--- src/rtl/decoder_pkg.sv ---
// Shared decoder types for the CSR bus: address/op/operand types and the
// request bundle used by every bridge that initiates CSR accesses.
package decoder_pkg;

  typedef logic [31:0] word;
  typedef logic [4:0]  r;
  typedef logic [11:0] csr_addr_t;

  // CSR op encoding follows the funct3 field; 000 and 100 are unused.
  typedef enum logic [2:0] {
    CSR_NONE = 3'b000,
    CSRRW    = 3'b001,
    CSRRS    = 3'b010,
    CSRRC    = 3'b011,
    CSR_RSVD = 3'b100,
    CSRRWI   = 3'b101,
    CSRRSI   = 3'b110,
    CSRRCI   = 3'b111
  } csr_op_t;

  // One complete CSR access as seen on the shared bus.
  typedef struct packed {
    csr_addr_t addr;
    csr_op_t   op;
    word       data;
    r          zimm;
  } csr_req_t;

  // True for the six ops that perform a real CSR access.
  function automatic logic csr_op_legal(input csr_op_t op);
    case (op)
      CSRRW, CSRRS, CSRRC, CSRRWI, CSRRSI, CSRRCI: return 1'b1;
      default:                                    return 1'b0;
    endcase
  endfunction

endpackage

--- src/rtl/csr_host_port_csr_bus_mux.sv ---
// 2:1 select between the core's CSR access and the host's latched access.
module csr_bus_mux
  import decoder_pkg::*;
(
  input  logic     i_host_own,
  input  logic     i_core_enable,
  input  csr_req_t i_core_req,
  input  csr_req_t i_host_req,
  output logic     o_enable,
  output csr_req_t o_req
);

  // Host fields win only in a host-owned cycle; otherwise the core passes through.
  always_comb begin
    o_enable = i_core_enable;
    o_req    = i_core_req;
    if (i_host_own) begin
      o_enable = 1'b1;
      o_req    = i_host_req;
    end else begin
      o_enable = i_core_enable;
      o_req    = i_core_req;
    end
  end

endmodule

--- src/rtl/csr_host_port.sv ---
// Host-side CSR bus initiator: accepts one host request at a time, wins the
// bus when the core is idle or after MaxWait lost cycles (stalling the core),
// and returns the pre-access CSR value on a valid/ready response channel.
module csr_host_port
  import decoder_pkg::*;
#(
  parameter int MaxWait = 15
) (
  input  logic      clk,
  input  logic      reset,
  input  logic      req_valid,
  output logic      req_ready,
  input  csr_addr_t req_addr,
  input  csr_op_t   req_op,
  input  word       req_data,
  input  r          req_zimm,
  output logic      rsp_valid,
  input  logic      rsp_ready,
  output word       rsp_data,
  output logic      rsp_err,
  input  logic      core_csr_enable,
  input  csr_addr_t core_csr_addr,
  input  csr_op_t   core_csr_op,
  input  r          core_rs1_zimm,
  input  word       core_rs1_data,
  output logic      csr_enable,
  output csr_addr_t csr_addr,
  output csr_op_t   csr_op,
  output r          rs1_zimm,
  output word       rs1_data,
  input  word       csr_rdata,
  output logic      core_stall
);

  // A zero MaxWait still needs a one-bit counter to compare against.
  localparam int              CntW    = (MaxWait > 0) ? $clog2(MaxWait + 1) : 1;
  localparam logic [CntW-1:0] WaitMax = CntW'(MaxWait);

  localparam logic [1:0] S_IDLE = 2'd0;
  localparam logic [1:0] S_PEND = 2'd1;
  localparam logic [1:0] S_RESP = 2'd2;

  logic [1:0]      r_state;
  logic [CntW-1:0] r_wait;
  csr_req_t        r_req;
  word             r_rsp_data;
  logic            r_rsp_err;

  logic            w_host_own;
  logic            w_bus_enable;
  csr_req_t        w_core_req;
  csr_req_t        w_bus_req;

  // Reset is folded in so an in-flight host drive drops in the reset cycle itself.
  assign w_host_own = !reset && (r_state == S_PEND) &&
                      (!core_csr_enable || (r_wait == WaitMax));
  assign core_stall = w_host_own && core_csr_enable;

  assign w_core_req = '{addr: core_csr_addr, op: core_csr_op,
                        data: core_rs1_data, zimm: core_rs1_zimm};

  csr_bus_mux u_mux (
    .i_host_own    (w_host_own),
    .i_core_enable (core_csr_enable),
    .i_core_req    (w_core_req),
    .i_host_req    (r_req),
    .o_enable      (w_bus_enable),
    .o_req         (w_bus_req)
  );

  assign csr_enable = w_bus_enable;
  assign csr_addr   = w_bus_req.addr;
  assign csr_op     = w_bus_req.op;
  assign rs1_data   = w_bus_req.data;
  assign rs1_zimm   = w_bus_req.zimm;

  assign req_ready  = (r_state == S_IDLE);
  assign rsp_valid  = (r_state == S_RESP);
  assign rsp_data   = r_rsp_data;
  assign rsp_err    = r_rsp_err;

  // Request FSM: latch in IDLE, arbitrate in PEND, hold the response in RESP.
  always_ff @(posedge clk) begin
    if (reset) begin
      r_state    <= S_IDLE;
      r_wait     <= '0;
      r_req      <= '0;
      r_rsp_data <= 32'h0000_0000;
      r_rsp_err  <= 1'b0;
    end else begin
      case (r_state)
        S_IDLE: begin
          if (req_valid) begin
            r_req  <= '{addr: req_addr, op: req_op, data: req_data, zimm: req_zimm};
            r_wait <= '0;
            if (csr_op_legal(req_op)) begin
              r_state <= S_PEND;
            end else begin
              // Illegal op never touches the bus; answer immediately.
              r_state    <= S_RESP;
              r_rsp_data <= 32'h0000_0000;
              r_rsp_err  <= 1'b1;
            end
          end
        end
        S_PEND: begin
          if (w_host_own) begin
            // csr_rdata is the combinational pre-write value of this access.
            r_rsp_data <= csr_rdata;
            r_rsp_err  <= 1'b0;
            r_state    <= S_RESP;
          end else if (r_wait != WaitMax) begin
            r_wait <= r_wait + CntW'(1);
          end
        end
        S_RESP: begin
          if (rsp_ready) begin
            r_state <= S_IDLE;
          end
        end
        default: begin
          r_state <= S_IDLE;
        end
      endcase
    end
  end

endmodule
--- config.mk ---
export PLATFORM = sky130hd
export DESIGN_NAME = csr_host_port
export DESIGN_NICKNAME = d
export VERILOG_FILES = /design/src/rtl/decoder_pkg.sv /design/src/rtl/csr_host_port_csr_bus_mux.sv /design/src/rtl/csr_host_port.sv
export SDC_FILE = /design/constraint.sdc
export NUM_CORES = 1
export LEC_CHECK = 0
export BUFFER_PORTS_ARGS = -buffer_cell sky130_fd_sc_hd__buf_4
export CORE_MARGIN = 2
export CORE_UTILIZATION = 40
export CTS_CLUSTER_DIAMETER = 200
export DETAILED_ROUTE_END_ITERATION = 8
export PLACE_DENSITY_LB_ADDON = 0.25
export REMOVE_ABC_BUFFERS = 1
export SLEW_MARGIN = 5
export SYNTH_ARGS = -nofsm -noshare
export SYNTH_HDL_FRONTEND = slang
export SYNTH_SLANG_ARGS = --single-unit
--- constraint.sdc ---
create_clock -name clk -period 3.1 [get_ports clk]
set_clock_uncertainty 0.1 [all_clocks]
set_input_delay 0.31 -clock clk [delete_from_list [all_inputs] [get_ports clk]]
set_output_delay 0.31 -clock clk [all_outputs]
set_load 0.02 [all_outputs]
After elaboration in Yosys (flattened, before gate mapping)
Index checks and enable logic that the tools add are counted.

Add/sub/neg operators: 1. Equal/unequal tests: 16. Multiplexer cells: 23. Reductions and logical operators: 13.

Operators with widths (number): $mux 32 (3); $pmux 32 s2 (1); $mux 52 (1); $mux 4 (3); $eq 3x3->1 const B (3); $mux 1 (8); $mux 2 (4); $ne 2x2->1 const B (4); $pmux 4 s2 (1); $reduce_and 4->1 (2); $eq 3x2->1 const B (2); $pmux 2 s3 (1); $reduce_or 6->1 (1); $add 4x1->4 const B (1); $eq 4x4->1 const B (1); $ne 2x1->1 const B (2); $ne 4x4->1 const B (1); $eq 3x1->1 const B (1); $logic_and 1x1->1 (3); $reduce_and 3->1 (1); $eq 2x1->1 const B (1); $eq 2x2->1 const B (1); $logic_not 1->1 (2); $logic_not 2->1 (1); 4 further kinds (4).

Register bits after elaboration: 91. Bits of input ports: 141. Output and inout port bits: 89. Word-level logic and storage cells: 61.

Depth between registers and ports, before layout
Gate-level depths: netlist (run 1).

Depth after elaboration: 9. Gate-level depth with buffers: 6. Depth with buffers taken out: 4.

Hierarchy
From an unflattened synthesis (run 1), not the netlist that was laid out.

Cell total of the unflattened synthesis: 448. Area total of the unflattened synthesis: 4431.8 um^2.

Modules (own cells, without submodules): csr_host_port (instances 1, cells an instance 389, area each 3544.6 um^2, seq. area each 1821.7 um^2); csr_bus_mux (instances 1, cells an instance 59, area each 887.1 um^2, seq. area each 0.0 um^2).

Worst setup path before layout (run 1)
OpenSTA, ideal clock, no wires.

Path kind: register to output. From: reg r_wait[0]. To: out csr_addr[0]. Arrival time: 1740 ps. Data required time: 2690 ps. Slack: 950 ps. Cell stages (with the launch flop): 7. Buffers on the path: 2. Cells stage by stage: dfxtp_1 > ha_1 > nand3_1 > a211oi_2 > buf_4 > buf_4 > mux2_2.

Word-level cells in the longest chain between the ends: 4.

RTL lines: start: declaration (RTL line csr_host_port.sv:44) `logic [CntW-1:0] r_wait;`; start signal: assignment (RTL line csr_host_port.sv:113) `r_wait <= r_wait + CntW'(1);`; $eq 4x4->1 (RTL line csr_host_port.sv:56) `(!core_csr_enable || (r_wait == WaitMax));`; $logic_or 1x1->1 (RTL line csr_host_port.sv:56); $logic_and 1x1->1 (RTL line csr_host_port.sv:55) `assign w_host_own = !reset && (r_state == S_PEND) &&`; $mux 52 (RTL line csr_host_port_csr_bus_mux.sv:17) `if (i_host_own) begin`; end: declaration (RTL line csr_host_port.sv:27) `output csr_addr_t csr_addr,`.

Every way passes these cells.

Worst setup path in the final report (run 1)
From: reg r_wait[0]. To: out csr_addr[11].

The elaborated chain is that of the path after synthesis.

==> results of run 1 <==
==> layout by cell type, fill, tap and decap left out, types with 2 or more instances in the layout <==
cell type    n
nand2_1    104
o41ai_1      3
dfxtp_1     91
clkbuf_8    13
mux2_2      84
nand3_1      2
nor2b_1      2
a21oi_1     54
nor2_1       3
o2111ai_1    2
buf_4      234
inv_1        3
nor3_1       2
o311a_1     32
==> metrics by stage <==
| stage | hold WS, ns | cell area (um^2) |
|---|---|---|
| floorplan | 0.279 | 4000 |
| global placement | 0.339 | 5960 |
| detailed placement | 0.347 | 5960 |
| CTS | 0.0639 | 6170 |
| global route | 0.0652 | 6170 |
| finish | 0.0821 | 6170 |
==> area by class of cell <==
cell class | count | share of cell area [%]
Clock buffer | 14 | 2.96
Clock inverter | 1 | 0.486
Inverter | 4 | 0.243
Multi-Input combinational cell | 306 | 35.3
Sequential cell | 91 | 29.5
Tap cell | 136 | 2.76
Timing Repair Buffer | 235 | 28.8
==> report_power, final <==
| part | leakage, uW | total, uW | switching, uW | internal (uW) |
|---|---|---|---|---|
| sequential | 0.000743 | 1270 | 38.4 | 1230 |
| clock | 0.000109 | 853 | 396 | 458 |
| combinational | 0.00191 | 578 | 287 | 290 |
| total | 0.00276 | 2700 | 721 | 1980 |
==> sequential cells by signal, indices dropped and copies added (netlist names) <==
name      flops
r_wait        4
r_state       2
rsp_err       1
r_req        52
rsp_data     32
==> worst min-delay path by stage <==
stage | slack, ns | to
2_1_floorplan | 0.28 | r_req[0]
5_1_grt | 0.07 | rsp_data[22]
6_report | 0.08 | rsp_data[31]
4_1_cts | 0.06 | rsp_data[31]
3_3_place_gp | 0.34 | r_req[2]
3_5_place_dp | 0.35 | r_req[34]
==> cells by family (layout without fill, tap and decap cells) <==
group / Yosys count / after routing / share of synthesized area (%)
and+or+nand+nor: 122 / 122 / 11.9
AOI/OAI and AO/OA: 98 / 98 / 16.4
DFF: 91 / 91 / 43.2
muxes: 85 / 85 / 22.6
buffers and inverters: 48 / 254 / 5.63
adders and majority gates: 1 / 1 / 0.296
==> layer usage <==
metal  vias to the layer above  GRT usage (%)  part of all wire, %
li1                       1980              -                    -
met1                      1909           23.3                   40
met2                       129           36.9                   52
met3                        35           3.16                  4.3
met4                         0           10.0                  3.4
met5                         -              0                    0
==> impl_metrics.json, run 1 <==
{
  "cts_tree": "done",
  "p_per_area_nw_per_um2": 438,
  "dpl_worst_slack_ns": 0.601,
  "ant_nets": 0,
  "synth_largest_area_cell": "dfxtp_1",
  "worst-setup-path-type": "register to output port",
  "ios": 230,
  "max_stage_delay_ns": 0.39,
  "synth_cells": 445,
  "drt-total-wl_um": 12300,
  "nFillCells": 927,
  "reg2reg_depth": 3,
  "grtUsageTotal_pct": 20.4,
  "leakagePower_uw": 0.00276,
  "power_uw": 2700,
  "core_area_um2": 10300,
  "die_w_um": 107,
  "crit_cells": 6,
  "drcViolationCount": 0,
  "clkLatencyLatePin_ns": 0.35,
  "peakVddDrop_mv": 0.226,
  "max_cap_viol_count": 0,
  "synth_edf_count": 0,
  "cts.reportedPaths.clkPinSlew_ns": 0.09,
  "hold_path.class": "input port to register",
  "drt_first_pass_iters": 4,
  "ys_ff_latch": 91,
  "syn2layout_area_growth_pct": 46.2,
  "cts_resized": 0,
  "regToRegStartpoint": "r_state[0]",
  "cp.arrival_ns": 2.48,
  "post_cts_buffers": 0,
  "yosysMostFrequentCell": "nand2_1",
  "slew_viol_final": 0,
  "setup_violations": 0,
  "r2r_end": "r_wait[3]",
  "synth_top_flop_cell": "dfxtp_1",
  "run_status": "finished clean",
  "nNetsFinal": 789,
  "grt-ovfl-total": 0,
  "final_util_pct": 60.1,
  "end_kind": "output port",
  "post-route-period-util_pct": 93.2,
  "netlist.area_leader.share_pct": 43.2,
  "grt_pass1_vias": 3980,
  "antenna_found_initial": 0,
  "synth_commonest_cells": "nand2_1 (104), dfxtp_1 (91), mux2_2 (84)",
  "cts.sinks": 91,
  "drtIter0Drc": 159,
  "ctsHoldBuffers": 0,
  "max_freq_mhz": 346,
  "multi_input_area_um2": 2180,
  "num_vias": 4053,
  "h-tree-depth": 3,
  "crit_family": "buffers and inverters",
  "startpoint": "r_wait[0]",
  "final.setup.tns_ns": 0,
  "dieArea_um2": 11400,
  "hold_start": "csr_rdata[31]",
  "dp.cells": 772,
  "crit_slowest_cell": "buf_12",
  "stdcell_count": 787,
  "hold_depth": 2,
  "clock_path_buffers": 2,
  "r2r_setup_slack_ns": 0.90,
  "die_h_um": 107,
  "grt_pass1_wl_um": 18700,
  "num_rows": 37,
  "post_drt_wl_per_cell_um": 15.7,
  "synth_cell_types": 35,
  "synth.area.top_cells": "dfxtp_1 (43%), mux2_2 (22%), nand2_1 (9.2%), o311a_1 (7.6%), a21oi_1 (6.4%)",
  "start_kind": "register",
  "critical_path_buf_inv_count": 2,
  "final.setup.worst_slack_ns": 0.210,
  "cts-root-buf": "clkbuf_8",
  "synth_area_um2": 4220,
  "syn_avg_cell_area_um2": 9.49,
  "worst_slew_pin_slew_ns": 1.08,
  "start_util_pct": 41.1,
  "cp_max_fo": 80,
  "gp_congestion": 0.765,
  "period_needed_ns": 2.89,
  "via_per_inst": 5.15,
  "cts_buffers": 9,
  "yosysWarnings": 0,
  "grt_max_degree": 89,
  "synth-seq-area-share_pct": 43.2,
  "path_cells": "ha_1, nand3_1, a211oi_4, buf_12, mux2_2, buf_4",
  "synthArstFlopShare_pct": 0,
  "seq_area_um2": 1820,
  "dp_hpwl_um": 8740,
  "diodes": 0,
  "rsz0062_at_grt": "no",
  "setup.worst_path.end": "csr_addr[11]",
  "cp.required_ns": 2.69,
  "drive_gt1_share_pct": 51.8,
  "hold_violations": 0,
  "io_buffers": 229,
  "maxSlewHeadroom_pct": 27.9
}
(Power assumes the default switching activity.)
==> inputs of run 2 (changes only) <==
SETUP_SLACK_MARGIN = 0.5   (was not set)
==> run 2 against run 1 <==
Effect of this change: routed wire length up 10%; combinational power up 4.2%; register-to-register slack better by 0.07 ns; core utilization up 2.3 points; worst hold slack better by 0.0021 ns; critical path type unchanged; critical endpoint is now rs1_data[10]; highest routed layer unchanged.
==> impl_metrics.json, run 2 (synthesis gave the netlist of run 1 again) <==
{
  "ant_nets": 0,
  "leakagePower_uw": 0.00285,
  "dp.cells": 772,
  "peakVddDrop_mv": 0.227,
  "slew_viol_final": 0,
  "hold_path.class": "input port to register",
  "grt_max_degree": 89,
  "hold_violations": 0,
  "clkLatencyLatePin_ns": 0.34,
  "io_buffers": 229,
  "ios": 230,
  "nNetsFinal": 799,
  "drive_gt1_share_pct": 53.6,
  "grt-ovfl-total": 0,
  "end_kind": "output port",
  "die_w_um": 107,
  "run_status": "finished clean",
  "use_met1_pct": 24.4,
  "maxSlewHeadroom_pct": 26.1,
  "num_rows": 37,
  "stdcell_count": 797,
  "h-tree-depth": 3,
  "cp.arrival_ns": 2.13,
  "cts_buffers": 9,
  "power_uw": 2730,
  "final_common_cell": "buf_4",
  "via_per_inst": 5.22,
  "largest_register": "r_req",
  "final.setup.tns_ns": 0,
  "num_vias": 4160,
  "grt_pass1_wl_um": 19600,
  "seq_area_um2": 1830,
  "multi_input_area_um2": 2200,
  "gp_congestion": 0.765,
  "worst_slew_pin_slew_ns": 1.11,
  "cp.required_ns": 2.69,
  "drtIter0Drc": 195,
  "syn2layout_area_growth_pct": 51.7,
  "die_h_um": 107,
  "cts.sinks": 91,
  "rsz0062_at_grt": "yes",
  "setup_violations": 0,
  "dieArea_um2": 11400,
  "hold_depth": 2,
  "clock_path_buffers": 2,
  "start_util_pct": 41.1,
  "use_met2_pct": 38.9,
  "drt_first_pass_iters": 4,
  "grt_use_met3_pct": 3.22,
  "top_usage_layer": "met2",
  "reg2reg_depth": 3,
  "mostFrequentLayoutCells": "buf_4 (235), nand2_1 (104), dfxtp_1 (87)",
  "final_util_pct": 62.3,
  "drcViolationCount": 0,
  "core_area_um2": 10300,
  "ctsHoldBuffers": 0,
  "cts-root-buf": "clkbuf_8",
  "nFillCells": 890,
  "dp_hpwl_um": 8740,
  "post_drt_wl_per_cell_um": 17.0,
  "p_per_area_nw_per_um2": 426,
  "period_needed_ns": 2.54,
  "largest_reg_flops": 52,
  "max_freq_mhz": 394,
  "post-route-period-util_pct": 81.9,
  "cts.reportedPaths.clkPinSlew_ns": 0.09,
  "antenna_found_initial": 0,
  "start_kind": "register",
  "diodes": 0,
  "cts_tree": "done",
  "grtUsageTotal_pct": 21.5,
  "max_cap_viol_count": 0,
  "worst-setup-path-type": "register to output port",
  "drt-total-wl_um": 13600,
  "grt_pass1_vias": 4080,
  "cp_max_fo": 7
}
## run 2: cell types whose count changed in the layout (fill, tap and decap cells not counted), moves of 2 or more
cell / previous run / this run
buf_16: 0 / 3
clkbuf_16: 0 / 2
dfxtp_2: 0 / 3
dfxtp_1: 91 / 87
buf_6: 0 / 4
## run 2: report_power, final
part	switching (uW)	total [uW]	leakage (uW)	internal (uW)
logic	298	602	0.00200	305
clock network	398	856	0.000109	458
registers	39.1	1270	0.000745	1230
## run 2: final timing paths
check | start | to | slack [ns]
min reg2reg | r_req[34] | r_req[34] | 0.36
min | csr_rdata[31] | rsp_data[31] | 0.08
max reg2reg | r_state[0] | r_wait[3] | 0.97
max | r_wait[0] | rs1_data[10] | 0.56
## run 2: layer usage
metal,routed length [um],part of all wire [%]
met5,0,0
met4,389,2.9
met3,553,4.1
met2,7020,52
met1,5610,41
## run 2: cell type report
type,count,area share [%]
Clock inverter,1,0.469
Clock buffer,14,2.85
Inverter,4,0.234
Sequential cell,91,28.6
Multi-Input combinational cell,306,34.4
Timing Repair Buffer,245,30.8
Tap cell,136,2.66
## run 2: metrics by stage
stage / area, um^2 / worst slack [ns] / hold WS, ns
2_1_floorplan: 4000 / -2.14 / 0.279
3_3_place_gp: 5960 / 0.672 / 0.339
3_5_place_dp: 5960 / 0.601 / 0.347
4_1_cts: 6300 / 0.489 / 0.0638
5_1_grt: 6410 / 0.489 / 0.0651
6_report: 6410 / 0.562 / 0.0842
## run 2: critical path, cell delays in order, from the launching register on
cell and delay [ns]:
dfxtp_4 0.38, ha_4 0.17, nand3_4 0.10, a211oi_4 0.25
buf_6 0.22, clkbuf_16 0.19, mux2_2 0.33, buf_4 0.16
## run 2: timing repair
item                                    CTS  global route
buffers inserted                          2             1
pin swaps                                 1             0
cloned                                    3             4
endpoints found under the hold margin     0             0
resized for setup                         7             8
endpoints found under the setup margin   53            52
